## src/rtl/calc_seq_pkg.sv

```systemverilog
// -----------------------------------------------------------------------------
// calc_seq_pkg
// Shared definitions for the calc request sequencer.
//   - calc_cmd_t   : command encodings understood by the calc DUV
//   - calc_rsp_t   : response codes returned by the calc DUV
//   - port_state_t : per-port request FSM states
//   - glob_state_t : global run/drain/settle FSM states
// -----------------------------------------------------------------------------
package calc_seq_pkg;

    typedef enum logic [3:0] {
        CMD_NOP = 4'd0,
        CMD_ADD = 4'd1,
        CMD_SUB = 4'd2,
        CMD_LSH = 4'd5,
        CMD_RSH = 4'd6
    } calc_cmd_t;

    typedef enum logic [1:0] {
        RSP_NONE = 2'd0,
        RSP_OK   = 2'd1,
        RSP_OVF  = 2'd2,
        RSP_INV  = 2'd3
    } calc_rsp_t;

    typedef enum logic [2:0] {
        P_IDLE,
        P_CMD,
        P_ARG2,
        P_WAIT,
        P_RESP
    } port_state_t;

    typedef enum logic [1:0] {
        G_RUN,
        G_DRAIN,
        G_SETTLE
    } glob_state_t;

endpackage

```

## src/rtl/calc_seq_port.sv

```systemverilog
// -----------------------------------------------------------------------------
// calc_seq_port
// One calc request port: drives the two-cycle request protocol, waits for the
// DUV response with a timeout, and holds the result until the arbiter takes it.
//
// Ports:
//   clk, reset          clock, synchronous active-high reset
//   start               vector handshake targeted at this port (only while idle)
//   start_cmd/arg1/arg2 vector fields captured on start
//   duv_resp, duv_data  DUV response code / result for this port
//   grant               arbiter selects this port's result this cycle
//   idle                port is in IDLE
//   pending             port is in RESP, holding a result
//   req_cmd, req_data   registered request outputs toward the DUV
//   res_code/data/timeout  latched result fields
//   err_spurious        sticky flag: response seen in IDLE, CMD or ARG2
// -----------------------------------------------------------------------------
module calc_seq_port
    import calc_seq_pkg::*;
#(
    parameter int DATA_W  = 32,
    parameter int CMD_W   = 4,
    parameter int TIMEOUT = 15
) (
    input  logic              clk,
    input  logic              reset,
    input  logic              start,
    input  logic [CMD_W-1:0]  start_cmd,
    input  logic [DATA_W-1:0] start_arg1,
    input  logic [DATA_W-1:0] start_arg2,
    input  logic [1:0]        duv_resp,
    input  logic [DATA_W-1:0] duv_data,
    input  logic              grant,
    output logic              idle,
    output logic              pending,
    output logic [CMD_W-1:0]  req_cmd,
    output logic [DATA_W-1:0] req_data,
    output logic [1:0]        res_code,
    output logic [DATA_W-1:0] res_data,
    output logic              res_timeout,
    output logic              err_spurious
);

    localparam logic [7:0] TIMEOUT_CNT = 8'(TIMEOUT);

    port_state_t       state;
    logic [DATA_W-1:0] arg2_q;
    logic [7:0]        wait_cnt;
    logic              resp_seen;

    assign resp_seen = (duv_resp != RSP_NONE);
    assign idle      = (state == P_IDLE);
    assign pending   = (state == P_RESP);

    // Request FSM. arg2 is captured at the handshake so the vector source is
    // free the very next cycle. The wait counter is 1 in the first WAIT cycle,
    // so the timeout fires in WAIT cycle TIMEOUT; a response in that same
    // cycle is checked first and therefore wins.
    always_ff @(posedge clk) begin
        if (reset) begin
            state        <= P_IDLE;
            req_cmd      <= '0;
            req_data     <= '0;
            arg2_q       <= '0;
            wait_cnt     <= '0;
            res_code     <= '0;
            res_data     <= '0;
            res_timeout  <= 1'b0;
            err_spurious <= 1'b0;
        end else begin
            if (resp_seen && (state == P_IDLE || state == P_CMD || state == P_ARG2)) begin
                err_spurious <= 1'b1;
            end
            case (state)
                P_IDLE: begin
                    if (start) begin
                        state    <= P_CMD;
                        req_cmd  <= start_cmd;
                        req_data <= start_arg1;
                        arg2_q   <= start_arg2;
                    end
                end
                P_CMD: begin
                    state    <= P_ARG2;
                    req_cmd  <= CMD_W'(CMD_NOP);
                    req_data <= arg2_q;
                end
                P_ARG2: begin
                    state    <= P_WAIT;
                    req_cmd  <= CMD_W'(CMD_NOP);
                    req_data <= '0;
                    wait_cnt <= 8'd1;
                end
                P_WAIT: begin
                    if (resp_seen) begin
                        state       <= P_RESP;
                        res_code    <= duv_resp;
                        res_data    <= duv_data;
                        res_timeout <= 1'b0;
                    end else if (wait_cnt >= TIMEOUT_CNT) begin
                        state       <= P_RESP;
                        res_code    <= RSP_NONE;
                        res_data    <= '0;
                        res_timeout <= 1'b1;
                    end else begin
                        wait_cnt <= wait_cnt + 8'd1;
                    end
                end
                P_RESP: begin
                    if (grant) begin
                        state <= P_IDLE;
                    end
                end
                default: state <= P_IDLE;
            endcase
        end
    end

endmodule

```

## src/rtl/calc_req_sequencer.sv

```systemverilog
// -----------------------------------------------------------------------------
// calc_req_sequencer
// Accepts {port, cmd, arg1, arg2} test vectors over valid/ready, drives the
// calc request protocol on NUM_PORTS ports, returns results on a single
// fixed-priority response channel and runs the drain/settle sequence that
// toggles test_change at the end of a test.
//
// Optional build macro: CALC_SEQ_SERIAL_EN
//   defined   -> at most one outstanding request across all ports
//   undefined -> one outstanding request per port, ports fully concurrent
//
// Ports:
//   c_clk, reset              clock, synchronous active-high reset
//   vec_valid/vec_ready       vector handshake
//   vec_port/cmd/arg1/arg2    vector fields
//   drain                     single-cycle end-of-test pulse
//   req_cmd_out/req_data_out  per-port requests, port p at slice p
//   out_resp/out_data         per-port DUV responses
//   rsp_valid/port/code/data/timeout  arbitrated result channel
//   err_spurious              per-port sticky unexpected-response flags
//   test_change               toggles once per completed drain
// -----------------------------------------------------------------------------
module calc_req_sequencer
    import calc_seq_pkg::*;
#(
    parameter int NUM_PORTS  = 4,
    parameter int DATA_W     = 32,
    parameter int CMD_W      = 4,
    parameter int TIMEOUT    = 15,
    parameter int SETTLE_CYC = 4,
    localparam int PORT_W    = (NUM_PORTS > 1) ? $clog2(NUM_PORTS) : 1
) (
    input  logic                          c_clk,
    input  logic                          reset,
    input  logic                          vec_valid,
    output logic                          vec_ready,
    input  logic [PORT_W-1:0]             vec_port,
    input  logic [CMD_W-1:0]              vec_cmd,
    input  logic [DATA_W-1:0]             vec_arg1,
    input  logic [DATA_W-1:0]             vec_arg2,
    input  logic                          drain,
    output logic [NUM_PORTS*CMD_W-1:0]    req_cmd_out,
    output logic [NUM_PORTS*DATA_W-1:0]   req_data_out,
    input  logic [NUM_PORTS*2-1:0]        out_resp,
    input  logic [NUM_PORTS*DATA_W-1:0]   out_data,
    output logic                          rsp_valid,
    output logic [PORT_W-1:0]             rsp_port,
    output logic [1:0]                    rsp_code,
    output logic [DATA_W-1:0]             rsp_data,
    output logic                          rsp_timeout,
    output logic [NUM_PORTS-1:0]          err_spurious,
    output logic                          test_change
);

    localparam logic [15:0] SETTLE_LAST = (SETTLE_CYC > 1) ? 16'(SETTLE_CYC - 1) : 16'd0;

    glob_state_t             gstate;
    logic [15:0]             settle_cnt;
    logic [NUM_PORTS-1:0]    port_idle;
    logic [NUM_PORTS-1:0]    port_pending;
    logic [NUM_PORTS-1:0]    grant;
    logic [NUM_PORTS-1:0]    res_timeout;
    logic [1:0]              res_code [NUM_PORTS];
    logic [DATA_W-1:0]       res_data [NUM_PORTS];
    logic [(1<<PORT_W)-1:0]  idle_ext;
    logic                    accept;

    // vec_ready looks up the targeted port's idle flag. The idle vector is
    // zero-extended to the full index range so out-of-range ports read 0.
    always_comb begin
        idle_ext = '0;
        idle_ext[NUM_PORTS-1:0] = port_idle;
        vec_ready = !reset && (gstate == G_RUN) && idle_ext[vec_port];
`ifdef CALC_SEQ_SERIAL_EN
        vec_ready = vec_ready && (&port_idle);
`endif
    end

    assign accept = vec_valid && vec_ready;

    // One request engine per port; only the addressed port sees start.
    for (genvar p = 0; p < NUM_PORTS; p++) begin : g_port
        calc_seq_port #(
            .DATA_W  (DATA_W),
            .CMD_W   (CMD_W),
            .TIMEOUT (TIMEOUT)
        ) u_port (
            .clk          (c_clk),
            .reset        (reset),
            .start        (accept && (vec_port == PORT_W'(p))),
            .start_cmd    (vec_cmd),
            .start_arg1   (vec_arg1),
            .start_arg2   (vec_arg2),
            .duv_resp     (out_resp[p*2 +: 2]),
            .duv_data     (out_data[p*DATA_W +: DATA_W]),
            .grant        (grant[p]),
            .idle         (port_idle[p]),
            .pending      (port_pending[p]),
            .req_cmd      (req_cmd_out[p*CMD_W +: CMD_W]),
            .req_data     (req_data_out[p*DATA_W +: DATA_W]),
            .res_code     (res_code[p]),
            .res_data     (res_data[p]),
            .res_timeout  (res_timeout[p]),
            .err_spurious (err_spurious[p])
        );
    end

    // Fixed-priority arbiter: scanning from the highest index down lets the
    // lowest pending port overwrite the selection. The result channel shows
    // the granted port's fields in the grant cycle and is all-zero otherwise.
    always_comb begin
        grant       = '0;
        rsp_valid   = 1'b0;
        rsp_port    = '0;
        rsp_code    = '0;
        rsp_data    = '0;
        rsp_timeout = 1'b0;
        for (int p = NUM_PORTS - 1; p >= 0; p--) begin
            if (port_pending[p]) begin
                grant       = '0;
                grant[p]    = 1'b1;
                rsp_valid   = 1'b1;
                rsp_port    = PORT_W'(p);
                rsp_code    = res_code[p];
                rsp_data    = res_data[p];
                rsp_timeout = res_timeout[p];
            end
        end
    end

    // Drain sequencing. The DRAIN cycle in which all ports are first seen idle
    // counts as the first settle cycle, so test_change toggles SETTLE_CYC
    // cycles after the last port returns to IDLE, and RUN resumes with it.
    always_ff @(posedge c_clk) begin
        if (reset) begin
            gstate      <= G_RUN;
            settle_cnt  <= '0;
            test_change <= 1'b0;
        end else begin
            case (gstate)
                G_RUN: begin
                    if (drain) begin
                        gstate <= G_DRAIN;
                    end
                end
                G_DRAIN: begin
                    if (&port_idle) begin
                        if (SETTLE_LAST == 16'd0) begin
                            test_change <= ~test_change;
                            gstate      <= G_RUN;
                        end else begin
                            settle_cnt <= 16'd1;
                            gstate     <= G_SETTLE;
                        end
                    end
                end
                G_SETTLE: begin
                    if (settle_cnt >= SETTLE_LAST) begin
                        test_change <= ~test_change;
                        gstate      <= G_RUN;
                    end else begin
                        settle_cnt <= settle_cnt + 16'd1;
                    end
                end
                default: gstate <= G_RUN;
            endcase
        end
    end

endmodule

```

## config.mk

```make
export PLATFORM = sky130hd
export DESIGN_NAME = calc_req_sequencer
export DESIGN_NICKNAME = d
export VERILOG_FILES = /design/src/rtl/calc_seq_pkg.sv /design/src/rtl/calc_seq_port.sv /design/src/rtl/calc_req_sequencer.sv
export SDC_FILE = /design/constraint.sdc
export NUM_CORES = 1
export LEC_CHECK = 0
export ABC_CLOCK_PERIOD_IN_PS = 2100
export CAP_MARGIN = 20
export CORE_MARGIN = 5
export CORE_UTILIZATION = 40
export DETAILED_ROUTE_END_ITERATION = 10
export PLACE_DENSITY = 0.68
export SYNTH_ARGS = -nofsm -noshare
export SYNTH_HDL_FRONTEND = slang
export SYNTH_SLANG_ARGS = --single-unit
```

## constraint.sdc

```tcl
create_clock -name c_clk -period 2.1 [get_ports c_clk]
set_input_delay 0.315 -clock c_clk [delete_from_list [all_inputs] [get_ports c_clk]]
set_output_delay 0.315 -clock c_clk [all_outputs]
set_load 0.03 [all_outputs]
```

**Word level (Yosys, flattened, before mapping)**

Index checks and enable logic that the tools add are counted.

- Register bits after elaboration: 479
- Output and inout port bits: 188

- Add/sub/neg operators: 5
- Order comparisons: 6
- Equality and inequality tests: 45
- Multiplexer cells: 105
- Bitwise operators: 1
- Reductions and logical operators: 79

Operator list:

| cell | number |
|---|---|
| $mux 32 | 16 |
| $pmux 32 s3 | 4 |
| $mux 8 | 8 |
| $pmux 8 s2 | 4 |
| $pmux 3 s5 | 4 |
| $mux 3 | 16 |
| $mux 2 | 19 |
| $reduce_and 2->1 | 17 |
| $reduce_bool 2->1 | 17 |
| $add 8x1->8 const B | 4 |
| $ge 8x4->1 const B | 4 |
| $mux 16 | 2 |
| $mux 4 | 8 |
| $ne 2x2->1 const B | 16 |
| $pmux 16 s2 | 1 |
| $pmux 4 s2 | 4 |
| $reduce_and 3->1 | 10 |
| $eq 3x2->1 const B | 8 |
| $mux 1 | 17 |
| $add 16x1->16 const B | 1 |
| $ge 16x2->1 const B | 1 |
| $eq 3x1->1 const B | 4 |
| $eq 3x3->1 const B | 4 |
| $logic_not 3->1 | 4 |
| 15 further kinds | 48 |

**Depth between registers and ports, before layout**

Gate-level depths: netlist of the first run.

- Depth after elaboration: 8
- Depth in mapped cells: 7
- Depth with buffers taken out: 5

**Hierarchy**

A second synthesis of the first run with hierarchy kept.

- Cell total of the unflattened synthesis: 2,006
- Area, all modules: 18,614.1 um2

By module, submodules not included:

| module | times used | cells an instance | area an instance (um2) | sequential area each (um2) |
|---|---|---|---|---|
| calc_seq_port | 4 | 441 | 4,206.5 | 2,302.2 |
| calc_req_sequencer | 1 | 242 | 1,788.0 | 380.4 |

**Worst setup path before layout of the first run**

Ideal clock, no wire load.

- Path type: register -> output
- From: register g_port[1].u_port.state[2]
- To: output rsp_code[0]
- Data arrival time: 2.190 ns
- Required time: 1.785 ns
- Path slack: -0.405 ns
- Stages on the path, launching flop included: 6
- Path buffers: 2
- Cells stage by stage: dfxtp_1 > buf_1 > nor3b_2 > clkbuf_1 > a221oi_1 > o21ai_0

- Cells in the longest elaborated chain, start to end: 3

RTL lines:

| element | line | text |
|---|---|---|
| start, declared | calc_seq_port.sv:46 | `port_state_t state;` |
| start signal, assigned | calc_seq_port.sv:61 | `state <= P_IDLE;` |
| start signal, assigned | calc_seq_port.sv:77 | `state <= P_CMD;` |
| start signal, assigned | calc_seq_port.sv:84 | `state <= P_ARG2;` |
| $eq 3x3->1 | calc_seq_port.sv:53 | `assign pending = (state == P_RESP);` |
| $mux 2 (2 in series) | calc_req_sequencer.sv:119 | `if (port_pending[p]) begin` |
| end, declared | calc_req_sequencer.sv:48 | `output logic [1:0] rsp_code,` |

No other way between the ends.

**Worst setup path in the final report of the first run**

- From: register g_port[3].u_port.state[1]
- To: output rsp_data[29]

- Cells in the longest elaborated chain, start to end: 5

RTL lines:

| element | line | text |
|---|---|---|
| start, declared | calc_seq_port.sv:46 |  |
| start signal, assigned | calc_seq_port.sv:61 |  |
| start signal, assigned | calc_seq_port.sv:77 |  |
| start signal, assigned | calc_seq_port.sv:84 |  |
| $eq 3x3->1 | calc_seq_port.sv:53 |  |
| $mux 32 (4 in series) | calc_req_sequencer.sv:119 |  |
| end, declared | calc_req_sequencer.sv:49 | `output logic [DATA_W-1:0] rsp_data,` |

No other way between the ends.

==> results.md, run 1 <==
* Initial antenna violation count at 5
* Most frequent cell after synthesis: dfxtp_1
* Power share of the clock group at 37.2%
* Max IR drop VDD at 0.0005622 V
* Data arrival, critical path at 2.18 ns
* Count of cells along the worst hold path at 3
* Antenna Violating Nets Remaining at 0
* Pin count of the biggest net entering global routing at 220
* Initial DRC Count at 1,924
* Row count at 79
* Max Slew Vio Count at 0
* Critical path start-end classification: reg2out
* Maximum fanout count along the critical path at 17
* Dpl cells at 3,169
* Switching portion of total power at 29.85%
* Total GRT Usage at 26.03%
* # DRC at 0
* Kind of path behind the tightest hold check: in2reg
* Summed negative setup slack over all endpoints at -21.23 ns
* Clock latency of the later-clocked register in the worst-skew pair at 0.62 ns
* Sequential power share at 41.1%
* Number of cells on the worst reg-to-reg path at 10
* Max Clock Freq at 401.2 MHz
* Gate count after technology mapping at 2,256
* Worst setup slack for register-to-register paths at -0.14 ns
* Global route overflow at 0
* Normalized max-slew margin at 17.58%
* Net Switching at 7292 uW
* Power per cell area at 815.3 nW/um^2
* HPWL reported at the end of detailed placement at 45,570 um
* Clock Path Buffers at 3
* Least-Margin Pin Slew at 1.236 ns
* Vias after detailed routing at 19,920
* Failing checks: setup timing
* Mux cell area share after synthesis at 1.055%
* Nets in the synthesized netlist at 2,471
* Height of the die at 227.8 um
* Cell area after synthesis at 18,970 um^2
* CTS Hold Buffers Added at 0
* Smallest hold slack at 0.2776 ns
* Minimum setup slack after placement at -0.4802 ns
* Most frequently used flop master after synthesis: dfxtp_1
* Async S/R FF share, synth at 0%
* Count of flip-flops with a built-in enable after synthesis at 0
* Synth Area in Simple Gates at 18.82%
* Number of sinks handled by clock tree synthesis at 479
* Final Hold Vio Count at 0
* Area grow syn2layout at 57.91%
* Share of the synthesized area in compound gates (AO/OA/AOI/OAI) at 23.85%
* Share of synthesized area occupied by flip-flops and latches at 50.54%
* Routed length per placed instance at 23.58 um
* Total die area at 51,890 um^2
* Max Clock Skew at 0.03664 ns
* CP Data Required Time at 1.78 ns
* Placeable Area at 46,750 um^2
* Cell internal pwr at 17,140 uW
* Average cell area after synthesis at 8.410 um^2
* H-tree depth at 2
* Min cycle time layout at 2.492 ns
* Leakage power figure at 0.01046 uW
* Cell taking the most area after synthesis: dfxtp_1
* Fraction of final layout cells sized beyond drive strength 1 at 24.57%
* I/O pin count at 398
* Root buf cell: clkbuf_16
* CTS tree: yes
* Critical path capture point type: primary output
* Via count of the first global-routing pass at 18,450
* Dominant combinational cell family by area after synthesis: compound AO/OA/AOI/OAI gates
* Final setup viols at 146
* Final weighted congestion in routability-driven placement at 0.8844
* Number of max-cap violations at 0
* Xor/xnor share of the synthesized area at 0.1846%
* Part of the cycle the worst path needs at 118.7%
* Input/output buffers at 397
* CTS Buf Count at 51
* Number of warnings printed during yosys synthesis at 0
* Proportion of power drawn by combinational gates at 21.7%
* Startpoint types: flop
* Result of the run: finished with violations
* Clk slew on worst S/H paths at 0.06 ns
* Min setup slack post-route at -0.3923 ns
* DR pass1 iterations at 6
* # nets final at 2,912
* Commonest cells in the synthesized netlist: 479 x dfxtp_1, 448 x nand2_1, 222 x a21oi_1
* Distinct cells, synth at 65
* Width of the chip at 227.8 um
* Largest cells by area after synthesis: dfxtp_1 51%, nand2_1 8.9%, a21oi_1 5.9%
* Drt total wl at 78,970 um
* Fraction of the mapped netlist area in adder cells at 0.3297%
* Share of the synthesized area in the top cell type at 50.54%
* Unrepaired setup endpoints after global routing: yes
* Wire length of the first global-routing pass at 110,100 um
* Number of standard cells in the layout, taps in and fillers out at 3,349
* Initial core utilization at 40.58%
* Flop and latch count out of synthesis at 479
* Per-cell via count in the routed design at 5.947
-- worst max-delay path: stages (launching register included) --
cell,delay (ns)
dfxtp_2,0.32
nor3b_2,0.23
nor2b_4,0.25
buf_12,0.23
a221oi_2,0.08
buf_4,0.15
o21ai_2,0.16
buf_6,0.15
-- layout make-up --
cell class,instances,area [um^2]
Fill cell,3564,16790
Multi-Input combinational cell,1568,10970
Sequential cell,479,9609
Timing Repair Buffer,585,6875
Clock buffer,77,1494
Tap cell,607,759.5
Clock inverter,18,196.4
Inverter,12,45.04
Antenna cell,3,7.507
-- power groups by stage --
stage	Clock (uW)	Sequential, uW	Combinational (uW)
after global placement	0	10100	4180
after floorplan	0	10800	1500
final	9080	10000	5300
after detailed placement	0	10100	4250
after CTS	9160	9950	4430
after global routing	9560	10100	5560
-- sequential cells by signal, summed over array words and instances, names as in the netlist --
signal and cells:
g_port.u_port.arg2_q 128, g_port.u_port.req_data 128, g_port.u_port.res_data 128, g_port.u_port.wait_cnt 32, g_port.u_port.req_cmd 16, settle_cnt 16, g_port.u_port.state 12, g_port.u_port.res_code 8
g_port.u_port.err_spurious 4, g_port.u_port.res_timeout 4, gstate 2, test_change 1
-- placed cells by master (no fill, tap or decap), types with 8 or more instances in the layout --
cell type        instances
o21ai_1                 14
clkdlybuf4s50_1        347
nand2_1                429
a21oi_1                190
clkbuf_16               68
a211oi_1                50
clkbuf_8                12
a211oi_2                57
and2_1                  21
or3_1                    9
o21ai_4                  8
mux2i_1                 19
clkbuf_1                14
clkinv_2                 8
buf_4                   86
inv_1                   12
nor3_1                  34
nand2_4                 15
a22oi_1                 97
a221oi_2                10
o22ai_4                 60
buf_12                  54
a221oi_4                25
o21ai_2                 39
o21ai_0                 65
dlymetal6s2s_1           9
o22ai_1                  8
dfxtp_1                469
buf_6                   48
nor2_4                  12
buf_16                  18
nor2_1                 159
a21oi_2                 32
nor3_2                  21
nor4_1                   9
nand3_1                 43
o22ai_2                 23
-- cells by family (layout without fill, tap and decap cells) --
group / after synthesis / count (layout)
muxes: 20 / 20
xor gates and xnor gates: 4 / 4
other: 0 / 3
AOI/OAI and AO/OA: 712 / 712
and+or+nand+nor: 824 / 827
adders and majority gates: 5 / 5
DFF: 479 / 479
buffers and inverters: 212 / 692
-- per-stage QoR --
stage	area, um^2	total power (uW)	util (%)
5_1_grt	29960	25210	64.07
2_1_floorplan	19090	12340	-
4_1_cts	27220	23540	58.23
3_5_place_dp	24240	14390	51.86
6_report	29960	24430	64.08
3_3_place_gp	24240	14310	51.86
-- worst paths after layout --
| kind | start | endpoint |
|---|---|---|
| setup / recovery | g_port[3].u_port.state[1]$_SDFFE_PP0P_ | rsp_data[29] |
| hold / removal | out_data[31] | g_port[0].u_port.res_data[31]$_SDFFE_PP0P_ |
| hold reg to reg | g_port[1].u_port.wait_cnt[7]$_SDFFE_PP0P_ | g_port[1].u_port.wait_cnt[7]$_SDFFE_PP0P_ |
| setup reg to reg | g_port[2].u_port.state[2]$_SDFFE_PP0P_ | g_port[2].u_port.arg2_q[8]$_SDFFE_PP0P_ |
-- routing by layer --
| layer | track usage (%) | vias up | part of all wire (%) | wire [um] |
|---|---|---|---|---|
| li1 | - | 8939 | - | - |
| met1 | 33.85 | 9597 | 38 | 30030 |
| met2 | 42.77 | 1142 | 47 | 37400 |
| met3 | 6.807 | 232 | 10 | 8162 |
| met4 | 7.980 | 6 | 4.2 | 3332 |
| met5 | 0 | - | 0.057 | 45 |
-- timing repair --
action	4_1_cts	5_1_grt
resized for setup	134	395
gates cloned	21	20
pin swaps	20	175
endpoints found under the setup margin	69	159
setup buffers	22	22
(Power assumes the default switching activity.)
==> run 2: changes to the inputs <==
- CELL_PAD_IN_SITES_DETAIL_PLACEMENT: default -> 2
- CELL_PAD_IN_SITES_GLOBAL_PLACEMENT: default -> 2
- CORE_UTILIZATION: 40 -> 27
- PLACE_DENSITY: 0.68 -> default
- PLACE_DENSITY_LB_ADDON: default -> 0.1
==> results.md, run 2 (synthesized netlist as in run 1, its figures left out) <==
* Least-Margin Pin Slew at 1.668 ns
* Power per cell area at 845.7 nW/um^2
* Net Switching at 7906 uW
* Kind of path behind the tightest hold check: in2reg
* Worst setup slack for register-to-register paths at -0.21 ns
* Area of combinational cells with multiple inputs at 11,480 um^2
* Initial DRC Count at 885
* Clk slew on worst S/H paths at 0.06 ns
* Antenna Violating Nets Remaining at 0
* Final weighted congestion in routability-driven placement at 0.7710
* Initial core utilization at 27.14%
* Endpoint of the worst hold-timing path: gstate[0]$_SDFFE_PP0P_
* Number of sinks handled by clock tree synthesis at 479
* Max IR drop VDD at 0.0005655 V
* Endpoint of the worst-slack reg-to-reg timing path: g_port[2].u_port.arg2_q[15]$_SDFFE_PP0P_
* # DRC at 0
* Total GRT Usage at 23.71%
* Failing checks: slew limit, setup timing
* I/O pin count at 398
* Row count at 97
* Switching portion of total power at 29.79%
* Normalized max-slew margin at -11.22%
* Number of cells on the worst reg-to-reg path at 10
* Total of fill cells in the finished design at 7,236
* Start point of the worst hold path: reset
* Overall Power at 26,540 uW
* CTS Hold Buffers Added at 0
* Critical path start-end classification: reg2out
* Vias after detailed routing at 19,780
* Startpoint types: flop
* Clock latency of the later-clocked register in the worst-skew pair at 0.61 ns
* Routed length per placed instance at 26.38 um
* Critical path startpoint: g_port[2].u_port.state[0]$_SDFFE_PP0P_
* Fraction of the core area covered by cells at the end of the flow at 44.89%
* Height of the die at 275.1 um
* Final setup viols at 255
* Proportion of power drawn by combinational gates at 22.0%
* Max Clock Skew at 0.01625 ns
* Summed negative setup slack over all endpoints at -37.94 ns
* Result of the run: finished with violations
* Placeable Area at 69,910 um^2
* Via count of the first global-routing pass at 21,530
* Power share of the clock group at 40.0%
* CTS tree: yes
* Initial antenna violation count at 11
* Fraction of final layout cells sized beyond drive strength 1 at 29.49%
* Total die area at 75,670 um^2
* Cell internal pwr at 18,630 uW
* Most used cells in the layout excluding fill and tap cells: 468 x dfxtp_1, 354 x nand2_1, 353 x clkdlybuf4s50_1, 159 x nor2_1, 138 x a21oi_1
* Leakage power figure at 0.01114 uW
* Max Slew Vio Count at 119
* Unrepaired setup endpoints after global routing: yes
* Clock Path Buffers at 3
* Per-cell via count in the routed design at 5.325
* Max Clock Freq at 386.6 MHz
* Final Hold Vio Count at 0
* HPWL reported at the end of detailed placement at 56,520 um
* Sequential power share at 37.9%
* Maximum fanout count along the critical path at 21
* Width of the chip at 275.1 um
* Min cycle time layout at 2.586 ns
* Worst R2R Start: gstate[0]$_SDFFE_PP0P_
* Part of the cycle the worst path needs at 123.2%
* Input/output buffers at 397
* Global route overflow at 0
* Area grow syn2layout at 65.39%
* Count of cells along the worst hold path at 3
* Smallest hold slack at 0.06073 ns
* Commonest non-fill, non-tap cell in the layout: dfxtp_1
* # nets final at 2,939
* Min setup slack post-route at -0.4865 ns
* Data arrival, critical path at 2.27 ns
* H-tree depth at 2
* CP Data Required Time at 1.78 ns
* Largest registers: g_port.u_port.arg2_q (128), g_port.u_port.req_data (128), g_port.u_port.res_data (128)
* DR pass1 iterations at 4
* Wire length of the first global-routing pass at 137,900 um
* CTS Buf Count at 56
* Root buf cell: clkbuf_16
* Number of max-cap violations at 0
* Critical path capture point type: primary output
* Sequential cell area at 9603 um^2
* Pin count of the biggest net entering global routing at 218
* Drt total wl at 97,980 um
run 2: timing repair:
action,CTS,global route
buffers inserted,38,21
resized for setup,246,423
pin swaps,123,187
cloned,26,12
setup endpoints to repair,162,309
run 2: power groups by stage:
stage | Combinational (uW) | Clock [uW] | Sequential [uW]
finish | 5840 | 10600 | 10100
floorplan | 1500 | 0 | 10800
detailed placement | 4570 | 0 | 10200
global placement | 4450 | 0 | 10100
global route | 6130 | 11300 | 10100
CTS | 5240 | 10900 | 10000
run 2: per-layer routing:
layer / share of wire [%] / track usage (%)
met5: 0.081 / 0
met4: 2.2 / 6.036
met3: 5.0 / 5.085
met2: 52 / 43.68
met1: 40 / 27.93
run 2: metrics by stage:
stage / setup WS (ns) / instance area, um^2 / instances
after global placement: -0.3808 / 24870 / 3519
after CTS: -0.5276 / 29180 / 3687
after global routing: -0.6264 / 31370 / 3711
after floorplan: 0.01273 / 19090 / 2256
after detailed placement: -0.4602 / 24870 / 3519
final: -0.4865 / 31380 / 3715
run 2: worst max-delay path by stage:
stage / end / slack (ns) / depth (start not counted)
after floorplan: rsp_code[0] / 0.01 / 7
after global placement: g_port[0].u_port.req_data[19]$_SDFFE_PP0P_ / -0.38 / 7
after detailed placement: g_port[0].u_port.req_data[27]$_SDFFE_PP0P_ / -0.46 / 7
after CTS: rsp_data[22] / -0.53 / 8
after global routing: rsp_data[29] / -0.63 / 6
final: rsp_data[16] / -0.49 / 8
run 2: cell type report:
type	count	share of cell area (%)
Multi-Input combinational cell	1567	36.57
Sequential cell	479	30.60
Timing Repair Buffer	608	22.51
Clock buffer	83	5.431
Tap cell	940	3.748
Clock inverter	21	0.9530
Inverter	12	0.1435
Antenna cell	5	0.03987
run 2: worst max-delay path: stages (launching register included):
cell and delay (ns):
dfxtp_2 0.33, buf_6 0.12, nor3b_4 0.22, buf_6 0.17
nor2b_4 0.06, buf_12 0.18, a221oi_2 0.30, o21ai_2 0.10
buf_4 0.17
